## src/rtl/f_npc_redirect_pkg.sv

```systemverilog
// Shared encodings and address constants for the F-stage next-PC unit.
// PC_MIN/PC_MAX are only consumed when NPC_ALIGN_CHECK_EN is defined.
package f_npc_redirect_pkg;

  localparam logic [31:0] RESET_PC = 32'h0000_3000;
  localparam logic [31:0] PC_MIN   = 32'h0000_3000;
  localparam logic [31:0] PC_MAX   = 32'h0000_6ffc;

  typedef enum logic [2:0] {
    BT_NONE = 3'b000,
    BT_BEQ  = 3'b001,
    BT_BNE  = 3'b010,
    BT_BLEZ = 3'b011,
    BT_BGTZ = 3'b100,
    BT_BLTA = 3'b101,
    BT_BGEZ = 3'b110,
    BT_BLTZ = 3'b111
  } btype_e;

  typedef enum logic [1:0] {
    JT_NONE = 2'b00,
    JT_J    = 2'b01,
    JT_JR   = 2'b10,
    JT_RSV  = 2'b11
  } jtype_e;

  typedef enum logic {
    S_SEQ  = 1'b0,
    S_PEND = 1'b1
  } npc_state_e;

endpackage

```

## src/rtl/f_npc_redirect_calc.sv

```systemverilog
// Combinational redirect decision and target for the D-stage instruction.
// A jump wins over a branch; the reserved jtype code behaves as a register jump.
module f_npc_calc
  import f_npc_redirect_pkg::*;
(
  input  logic        d_valid,
  input  logic        stall,
  input  logic [2:0]  d_btype,
  input  logic        d_cmp_result,
  input  logic [1:0]  d_jtype,
  input  logic [31:0] d_pc,
  input  logic [15:0] d_imm16,
  input  logic [25:0] d_instr_index,
  input  logic [31:0] d_rs_val,
  output logic        taken,
  output logic [31:0] target
);

  logic        req;
  logic [31:0] br_off;

  assign req    = (d_btype != BT_NONE && d_cmp_result) || d_jtype != JT_NONE;
  assign taken  = d_valid && !stall && req;
  assign br_off = {{14{d_imm16[15]}}, d_imm16, 2'b00};

  always_comb begin
    target = d_pc + 32'd4 + br_off;
    if (d_jtype == JT_J) begin
      target = {d_pc[31:28], d_instr_index, 2'b00};
    end else if (d_jtype != JT_NONE) begin
      target = d_rs_val;
    end
  end

endmodule

```

## src/rtl/f_npc_redirect.sv

```systemverilog
// F-stage PC register with delay-slot redirect and held-redirect latching.
// Build option NPC_ALIGN_CHECK_EN adds the registered fetch address-error flag.
//
// state  | meaning
// S_SEQ  | no redirect outstanding; PC advances by 4 or to a fresh target
// S_PEND | redirect latched while fetch was held; applied on next advance
module f_npc_redirect
  import f_npc_redirect_pkg::*;
(
  input  logic        clk,
  input  logic        reset,
  input  logic        stall,
  input  logic        imem_ready,
  input  logic        d_valid,
  input  logic [2:0]  d_btype,
  input  logic        d_cmp_result,
  input  logic [1:0]  d_jtype,
  input  logic [31:0] d_pc,
  input  logic [15:0] d_imm16,
  input  logic [25:0] d_instr_index,
  input  logic [31:0] d_rs_val,
  output logic [31:0] f_pc,
  output logic        f_req,
  output logic        redirect_pend,
  output logic        f_exc_adel
);

  npc_state_e  state;
  logic [31:0] pend_target;
  logic [31:0] pc_next;
  logic        taken;
  logic [31:0] target;
  logic        advance;

  f_npc_calc u_calc (
    .d_valid       (d_valid),
    .stall         (stall),
    .d_btype       (d_btype),
    .d_cmp_result  (d_cmp_result),
    .d_jtype       (d_jtype),
    .d_pc          (d_pc),
    .d_imm16       (d_imm16),
    .d_instr_index (d_instr_index),
    .d_rs_val      (d_rs_val),
    .taken         (taken),
    .target        (target)
  );

  assign advance = f_req && imem_ready && !stall;

  always_comb begin
    pc_next = f_pc;
    if (advance) begin
      if (state == S_PEND) pc_next = pend_target;
      else if (taken)      pc_next = target;
      else                 pc_next = f_pc + 32'd4;
    end
  end

  always_ff @(posedge clk) begin
    if (reset) begin
      state         <= S_SEQ;
      f_pc          <= RESET_PC;
      f_req         <= 1'b0;
      redirect_pend <= 1'b0;
      pend_target   <= '0;
    end else begin
      f_req <= 1'b1;
      f_pc  <= pc_next;
      case (state)
        S_SEQ: begin
          // Held fetch: keep the target until the delay slot is accepted.
          if (!advance && taken) begin
            pend_target   <= target;
            state         <= S_PEND;
            redirect_pend <= 1'b1;
          end
        end
        S_PEND: begin
          if (advance) begin
            state         <= S_SEQ;
            redirect_pend <= 1'b0;
          end
        end
        default: begin
          state         <= S_SEQ;
          redirect_pend <= 1'b0;
        end
      endcase
    end
  end

`ifdef NPC_ALIGN_CHECK_EN
  always_ff @(posedge clk) begin
    if (reset) f_exc_adel <= 1'b0;
    else       f_exc_adel <= (pc_next[1:0] != 2'b00) || (pc_next < PC_MIN) || (pc_next > PC_MAX);
  end
`else
  assign f_exc_adel = 1'b0;
`endif

endmodule

```

## config.mk

```make
export PLATFORM = sky130hd
export DESIGN_NAME = f_npc_redirect
export DESIGN_NICKNAME = d
export VERILOG_FILES = /design/src/rtl/f_npc_redirect_pkg.sv /design/src/rtl/f_npc_redirect_calc.sv /design/src/rtl/f_npc_redirect.sv
export SDC_FILE = /design/constraint.sdc
export NUM_CORES = 1
export LEC_CHECK = 0
export ABC_AREA = 1
export BUFFER_PORTS_ARGS = -buffer_cell sky130_fd_sc_hd__buf_2
export CAP_MARGIN = 20
export CELL_PAD_IN_SITES_DETAIL_PLACEMENT = 0
export CELL_PAD_IN_SITES_GLOBAL_PLACEMENT = 1
export CORE_ASPECT_RATIO = 0.6
export CORE_MARGIN = 5
export CORE_UTILIZATION = 34
export DETAILED_ROUTE_END_ITERATION = 6
export PLACE_DENSITY = 0.89
export REMOVE_ABC_BUFFERS = 1
export SYNTH_ARGS = -nofsm -noshare
export SYNTH_HDL_FRONTEND = slang
export SYNTH_SLANG_ARGS = --single-unit
```

## constraint.sdc

```tcl
create_clock -name clk -period 2.01 [get_ports clk]
set_input_delay 0 -clock clk [delete_from_list [all_inputs] [get_ports clk]]
set_output_delay 0 -clock clk [all_outputs]
set_load 0.03 [all_outputs]
```

-- Word-level counts from Yosys, hierarchy flattened
Cells that the tools add are included.
- flip-flop bits (word level): 67
- input bits: 117
- logic and storage cells: 36
- add/sub/neg operators: 3
- equal/unequal tests: 3
- multiplexer cells: 11
- bitwise gates (word level): 1
- reductions and logical operators: 13
- operator list (cell ; number):
    $mux W32 ; 4
    $add A32 B3 Y32 const B ; 2
    $add A32 B32 Y32 ; 1
    $logic_and A1 B1 Y1 ; 6
    $mux W1 ; 5
    $pmux W1 S2 ; 2
    $reduce_and A2 Y1 ; 2
    $reduce_bool A3 Y1 ; 1
    $eq A2 B1 Y1 const B ; 1
    $logic_not A1 Y1 ; 2
    $ne A2 B1 Y1 const B ; 1
    $ne A2 B2 Y1 const B ; 1
    $reduce_bool A2 Y1 ; 1
    $logic_or A1 B1 Y1 ; 1
    $not A1 Y1 ; 1

-- Logic depth before layout (Yosys ltp)
Gate-level depths: netlist (run 1).
- depth after elaboration: 7
- mapped depth: 17

-- Modules after synthesis
A second synthesis (run 1) with hierarchy kept.
- cell total of the unflattened synthesis: 1128
- area, all modules: 6824.0 sq um
- modules (own cells, without submodules) (module ; times used ; cells an instance ; area each (sq um)):
    f_npc_redirect ; 1 ; 546 ; 3736.1
    f_npc_calc ; 1 ; 582 ; 3088.0

-- Worst setup path after synthesis (run 1)
Ideal clock, no wire load.
- kind: input port to flip-flop
- from: in d_pc[3]
- to: reg pend_target[11]
- library setup time: 115 ps
- arrival time: 1868 ps
- required time: 1895 ps
- path slack: 27 ps
- cell stages on the path: 12
- path buffers: 0
- cells stage by stage: ha_1 -> ha_1 -> fa_1 -> nand3_1 -> nand3_1 -> nand2_1 -> nand2_1 -> or2_2 -> nand3_1 -> nand3_1 -> o21ai_0 -> inv_1
- cells in the longest elaborated chain, start to end: 4
- ends and longest elaborated chain (what ; RTL line ; RTL):
    start: declaration ; f_npc_redirect.sv:18 ; input logic [31:0] d_pc,
    $add A32 B3 Y32 ; f_npc_redirect_calc.sv:27 ; target = d_pc + 32'd4 + br_off;
    $add A32 B32 Y32 ; f_npc_redirect_calc.sv:27 ;
    $mux W32 ; f_npc_redirect_calc.sv:30 ; end else if (d_jtype != JT_NONE) begin
    $mux W32 ; f_npc_redirect_calc.sv:28 ; if (d_jtype == JT_J) begin
    end signal: assignment ; f_npc_redirect.sv:74 ; pend_target <= target;
    end: declaration ; f_npc_redirect.sv:29 ; logic [31:0] pend_target;
No other way between the ends.
A chain may end at the register's enable or synchronous reset.

-- Final worst setup path (run 1)
- from: reg f_pc[3]
- to: reg f_pc[26]
- cells in the longest elaborated chain, start to end: 3
- ends and longest elaborated chain (what ; RTL line ; RTL):
    start: declaration ; f_npc_redirect.sv:22 ; output logic [31:0] f_pc,
    start signal: assignment ; f_npc_redirect.sv:69 ; f_pc <= pc_next;
    $add A32 B3 Y32 ; f_npc_redirect.sv:56 ; else pc_next = f_pc + 32'd4;
    $mux W32 ; f_npc_redirect.sv:55 ; else if (taken) pc_next = target;
    $mux W32 ; f_npc_redirect.sv:54 ; if (state == S_PEND) pc_next = pend_target;
No other way between the ends.

==> results of run 1 <==
-- area by class of cell --
cell class / count / area [um^2] / share of cell area (%)
Tap cell: 246 / 308 / 3.40
Multi-Input combinational cell: 815 / 4780 / 52.9
Timing Repair Buffer: 270 / 1670 / 18.5
Sequential cell: 67 / 1350 / 14.9
Inverter: 150 / 563 / 6.22
Clock buffer: 12 / 256 / 2.83
Clock inverter: 4 / 120 / 1.33
-- through the flow --
stage                     utilization, %  power, uW
after floorplan                        -       2470
after global placement              43.9       3300
after detailed placement            43.9       3310
after CTS                           46.0       5340
after global routing                47.7       5740
final                               47.7       5460
-- worst reg2reg max path: stages, from the launching register on --
cell     delay, ps
dfxtp_4        360
ha_4           150
nand2_4         60
nor2_4         160
nand3_4        130
nor3_4         190
nand4_1        230
nor2_2         240
nand2_1         70
o21ai_1        140
nand3_1         80
nand2_1         70
-- registers in the layout, summed over array words and instances, names as in the netlist --
signal and flops:
f_pc 32, pend_target 32, f_req 1, redirect_pend 1
state 1
-- layer usage --
| layer | vias up | share of wire, % |
|---|---|---|
| met3 | 27 | 9.5 |
| met4 | 2 | 1.0 |
| met5 | - | 0.051 |
| met2 | 354 | 39 |
| met1 | 3699 | 50 |
| li1 | 4029 | - |
-- placed cells by master (no fill, tap or decap), types with 4 or more instances in the layout --
cell       instances
o21ai_2            4
nor2_1            58
nor2_4             6
nand3_1           78
o21bai_1          13
dfxtp_1           63
a21oi_1           83
a21oi_2           11
clkbuf_16          9
nor3_1            11
a31oi_1            8
nand2_1          275
ha_1              48
nand3_2            6
inv_1            147
o21ai_0           62
nand4_1           20
xor2_1            14
ha_4               9
buf_4            119
o211ai_1          14
xnor2_1            7
nand2_2            9
bufinv_16          4
a22oi_1            5
nor2_2            13
buf_2            149
nor3_2             5
a22o_1            14
o21ai_1           12
-- power by group through the flow --
stage	Clock (uW)	Combinational [uW]	Sequential, uW
floorplan	0	931	1540
global placement	0	1820	1480
detailed placement	0	1830	1480
CTS	2030	1860	1450
global route	2070	2210	1470
finish	2010	1990	1460
-- kinds of logic (layout without fill, tap and decap cells) --
group / after synthesis / in the layout
adders and majority gates: 59 / 59
AOI/OAI and AO/OA: 235 / 235
xor gates and xnor gates: 21 / 21
and+or+nand+nor: 499 / 499
DFF: 67 / 67
buffers and inverters: 185 / 436
other: 1 / 1
-- worst min-delay path by stage --
stage	start	to	slack (ps)	depth (start not counted)
5_1_grt	reset	pend_target[5]	60	2
3_3_place_gp	d_instr_index[17]	pend_target[19]	370	5
4_1_cts	d_instr_index[13]	pend_target[15]	20	5
3_5_place_dp	d_instr_index[17]	pend_target[19]	380	5
2_1_floorplan	reset	pend_target[0]	70	1
6_report	d_instr_index[13]	pend_target[15]	30	5
-- repair_timing --
| item | in CTS | in global routing |
|---|---|---|
| hold buffers | 0 | 0 |
| setup buffers | 0 | 4 |
| gates resized for setup | 7 | 68 |
| endpoints found under the setup margin | 7 | 45 |
| pin swaps | 1 | 18 |
==> run summary, run 1 <==
Crit path depth: 11
Syn-to-layout area delta: 38.4%
Routing usage on met2: 31.2%
TritonCTS clock tree: yes
Routability cong.: 0.977
Num CTS Buffers: 9
DP Cell Count: 1544
DRT antenna net count: 0
Final hold vios: 0
Slew @ Worst Pin: 606 ps
Yosys cell types: 45
Switching power: 1820 uW
Kind of critical path: reg2reg
Most common library cells after synthesis: nand2_1 (281), inv_1 (148), a21oi_1 (93)
Asr flop ratio synth: 0%
Clock share of power: 36.8%
Max Cap Violations: 0
Worst r2r src: f_pc[3]
Gate Count Post-Synth: 1067
DRT Pass-1 Iters: 7
WP buf/inv: 0
Dpl cell area: 8330 um^2
# H-tree levels: 3
Crit-path slowest cell: dfxtp_4
Clock skew: 7.49 ps
WL per Instance: 16.4 um
CTS clock-pin slew for the worst setup and hold paths: 60 ps
R2R Setup Slk: 70 ps
RSZ-0062 raised after global routing: true
TritonCTS Sinks: 67
Req. time, crit path: 2290 ps
Syn_area_per_cell: 6.13 um^2
Met3 usage: 6.56%
HP Class: in2reg
Main synth FF type: dfxtp_1
Remaining DRCs: 0
Synth area leaders: dfxtp_1 (21%), nand2_1 (16%), ha_1 (11%)
Post-synth top area share: 20.5%
Top cell family by delay on the critical path: simple AND/OR/NAND/NOR gates
Area leader, netlist: dfxtp_1
Wirelength, routed: 25600 um
Yosys reg bits: 67
Share of layout cells above drive strength 1: 27.9%
CP dominant cell by count: nand2_1
Number of vias per cell: 5.19
PD cells: 604 nW/um^2
Longest Clk Path Bufs: 2
Fin crit share: 96.5%
Register share of total power: 26.7%
Adder-Cell Fraction of Synth Area: 11.4%
Reg2Reg Depth: 11
CP Data Arrival Time: 2220 ps
Final non-filler cell total: 1564
Horiz. Die Dim: 189 um
Multiplexer share of the synthesized area: 0%
Place WS: -504 ps
Worst setup path end: f_pc[26]
Final #Nets: 1489
Relative slew slack: 59.6%
Post-synthesis simple-gate area fraction: 33.7%
Finished Cell Area: 9050 um^2
Crit path launch type: register
Largest net degree at the start of global routing: 35
IO Port Bufs: 150
M1 GR Usage: 33.0%
Grt ovf: 0
First-pass GRT wire length: 39200 um
Leakage dissipation: 0.00472 uW
WHS: 29.8 ps
Final TNS setup: 0 ps
Register area share after synthesis: 20.5%
DR vias: 8111
Post-DP HPWL: 20800 um
Gr usage total: 21.9%
Cell Rows: 39
Clock Latency Late Sink: 340 ps
Critical path launch point: f_pc[3]
Critical Path Fanout Max: 4
Die ar.: 22200 um^2
Final Worst Setup Slack: 70.9 ps
Synthesized area: 6540 um^2
Antenna violations before repair: 1
Slowest stage delay, CP: 360 ps
Core area: 19000 um^2
Number of global-route vias before repair: 7458
Fmax: 0.516 GHz
Min cycle time layout: 1940 ps
# diodes: 0
Combinational share of power: 36.5%
Outcome: finished, final reports clean
Final setup viols: 0
Worst path cell trace: ha_4 > nand2_4 > nor2_4 > nand3_4 > nor3_4 > nand4_1 > nor2_2 > nand2_1 > o21ai_1 > nand3_1 > nand2_1
Internal power: 3640 uW
CTS root buffer: clkbuf_16
Largest family of logic cells by synthesized area: simple AND/OR/NAND/NOR gates
Number of flops mapped to enable cells by yosys: 0
Synth Area in Compound Gates: 20.6%
GRT Max-Usage Layer: met1
Count leader, synth: nand2_1
Fillcell total: 1948
Final Max Slew Viols: 0
Die H: 117 um
Worst R2R End: f_pc[26]
VDD IR max: 0.530 mV
Initial DRC count: 825
IO Pins: 152
Starting Density: 34.4%
Xor/xnor cell area share of the yosys netlist: 2.81%
Synth Warn #: 0
Switching Fraction: 33.4%
Crit. End Element: register
Note: power is estimated with default switching activity, not from simulation.
==> run 2, diff against run 1 <==
--- a/config.mk
+++ b/config.mk
@@ -5,14 +5,14 @@
 export SDC_FILE = /design/constraint.sdc
 export NUM_CORES = 1
 export LEC_CHECK = 0
-export ABC_AREA = 1
+export ABC_AREA = 0
 export BUFFER_PORTS_ARGS = -buffer_cell sky130_fd_sc_hd__buf_2
 export CAP_MARGIN = 20
 export CELL_PAD_IN_SITES_DETAIL_PLACEMENT = 0
 export CELL_PAD_IN_SITES_GLOBAL_PLACEMENT = 1
 export CORE_ASPECT_RATIO = 0.6
 export CORE_MARGIN = 5
-export CORE_UTILIZATION = 34
+export CORE_UTILIZATION = 35
 export DETAILED_ROUTE_END_ITERATION = 6
 export PLACE_DENSITY = 0.89
 export REMOVE_ABC_BUFFERS = 1
==> run summary, run 2 <==
Outcome: finished, violations left
Failing checks: setup timing
IO Port Bufs: 150
Initial DRC count: 651
Most common library cells after synthesis: nand2_1 (106), a21oi_1 (73), dfxtp_1 (67)
Commonest non-fill, non-tap cell in the layout: buf_4
Syn-to-layout area delta: 56.1%
Biggest regs: f_pc: 32 flops, pend_target: 32 flops
Kind of critical path: in2reg
Post-DP HPWL: 17900 um
Synthesized area: 5920 um^2
Fin crit share: 119%
PD cells: 594 nW/um^2
Routability cong.: 0.960
R2R Setup Slk: -140 ps
Remaining DRCs: 0
Final setup viols: 34
Synth Warn #: 0
Crit path launch type: input port
First-pass GRT wire length: 37200 um
Clock skew: 7.90 ps
HP Class: in2reg
Worst path cell trace: buf_8 > ha_4 > ha_4 > fa_2 > a211oi_2 > o21ai_2 > o21a_2 > or2_4 > a21o_1 > buf_4 > a31oi_4 > xor2_1 > a21o_1 > o21ai_1
Final hold vios: 0
Routing usage on met2: 35.1%
Die ar.: 19700 um^2
Hold path startpoint: d_instr_index[25]
# diodes: 0
Die H: 111 um
WL per Instance: 18.5 um
Yosys reg bits: 67
Slew @ Worst Pin: 915 ps
Number of global-route vias before repair: 7037
GRT Max-Usage Layer: met2
Synth area leaders: dfxtp_1 (23%), ha_1 (12%), nand2_1 (6.7%)
TritonCTS clock tree: yes
Asr flop ratio synth: 0%
Main synth FF type: dfxtp_1
Number of flops mapped to enable cells by yosys: 0
Overall Power: 5490 uW
Worst r2r src: f_pc[3]
Worst R2R End: f_pc[31]
Relative slew slack: 39.0%
Fmax: 0.419 GHz
Share of layout cells above drive strength 1: 42.6%
Leakage dissipation: 0.00400 uW
Yosys cell types: 76
Commonest cells after routing, fill and taps aside: buf_4 (161), buf_2 (146), nand2_1 (103), dfxtp_1 (64), a21oi_1 (61)
Area leader, netlist: dfxtp_1
Reg2Reg Depth: 10
Antenna violations before repair: 2
Final #Nets: 1253
Starting Density: 36.0%
VDD IR max: 0.500 mV
Post-layout util: 56.2%
Crit-path slowest cell: fa_2
CTS clock-pin slew for the worst setup and hold paths: 60 ps
Worst Hold End: f_pc[27]
Max Cap Violations: 0
Gate Count Post-Synth: 791
Core area: 16400 um^2
Final TNS setup: -5700 ps
Met3 usage: 6.44%
RSZ-0062 raised after global routing: true
Final Max Slew Viols: 0
Gr usage total: 23.3%
DRT antenna net count: 0
Largest net degree at the start of global routing: 33
Number of vias per cell: 5.56
Wirelength, routed: 24200 um
Req. time, crit path: 2240 ps
CP Data Arrival Time: 2610 ps
Count leader, synth: nand2_1
Syn_area_per_cell: 7.49 um^2
DRT Pass-1 Iters: 5
# H-tree levels: 3
DR vias: 7285
Num CTS Buffers: 9
Grt ovf: 0
Final Worst Setup Slack: -374 ps
IO Pins: 152
Fillcell total: 1566
Horiz. Die Dim: 178 um
Min cycle time layout: 2380 ps
Clock Latency Late Sink: 350 ps
Register area share after synthesis: 22.6%
TritonCTS Sinks: 67
Post-synth top area share: 22.6%
Cell Rows: 36
CTS root buffer: clkbuf_16
Slowest stage delay, CP: 360 ps
Longest Clk Path Bufs: 2
Crit. End Element: register
Hold Path Depth: 3
Critical Path Fanout Max: 4
M1 GR Usage: 33.6%
## run 2: cell types whose count changed after synthesis, moves of 14 or more
cell / change
a21o_1: +18
a22o_1: -14
xnor2_1: +14
inv_1: -135
o21ai_0: -34
a21oi_1: -20
clkbuf_1: +15
nand3_1: -58
nand2_1: -175
a211oi_1: +16
## run 2: per-layer routing
| metal | routed length (um) | vias to the layer above |
|---|---|---|
| met5 | 23 | - |
| met4 | 269 | 4 |
| met3 | 2440 | 34 |
| met2 | 10700 | 340 |
| met1 | 10800 | 3401 |
| li1 | - | 3506 |
## run 2: worst max path at each step
stage | to | startpoint | cells after the start
after global routing | pend_target[27] | d_pc[3] | 13
after floorplan | pend_target[21] | d_pc[3] | 12
after CTS | pend_target[27] | d_pc[3] | 13
after detailed placement | pend_target[31] | d_pc[3] | 12
final | pend_target[29] | d_pc[3] | 14
after global placement | pend_target[31] | d_pc[3] | 12
## run 2: stage by stage
stage	instances	cell area (um^2)	hold WS [ps]	worst slack (ps)
2_1_floorplan	742	5730	69.1	-594
4_1_cts	1302	8890	4.60	-311
3_3_place_gp	1272	7950	345	-848
3_5_place_dp	1272	7950	344	-920
5_1_grt	1310	9250	75.1	-449
6_report	1310	9250	9.79	-374
## run 2: layout make-up
cell class | count | area [um^2] | share of cell area [%]
Clock buffer | 9 | 225 | 2.44
Clock inverter | 7 | 116 | 1.26
Inverter | 13 | 48.8 | 0.528
Multi-Input combinational cell | 662 | 5040 | 54.5
Sequential cell | 67 | 1350 | 14.5
Tap cell | 228 | 285 | 3.08
Timing Repair Buffer | 324 | 2180 | 23.6
## run 2: kinds of logic (layout without fill, tap and decap cells)
family	Yosys count	in the layout	share of synthesized area (%)
simple gates	281	281	22.5
compound gates	273	273	30.7
flops	67	67	22.6
buf+inv	62	353	4.14
fa+ha+maj	59	59	12.6
xor+xnor	41	41	6.06
mux	7	7	1.31
other cells	1	1	0.0633
## run 2: worst max-delay path, delay by kind of cell
kind / cells / cell delay, ps
AND/OR/NAND/NOR: 1 / 260
XOR/XNOR: 1 / 160
adder cells (fa/ha/maj): 3 / 750
AO/OA/AOI/OAI: 7 / 1170
buffers and inverters: 2 / 260
## run 2: timing repair
item,in CTS,in global routing
setup buffers,11,10
setup endpoints to repair,43,46
hold endpoints to repair,2,0
cloned,1,0
hold buffers,2,0
pin swaps,66,67
gates resized for setup,83,53
## run 2: report_power, final
part	switching [uW]	internal [uW]	total (uW)
combinational	1160	1070	2230
sequential	41.3	1390	1440
clock	616	1210	1820
total	1820	3670	5490
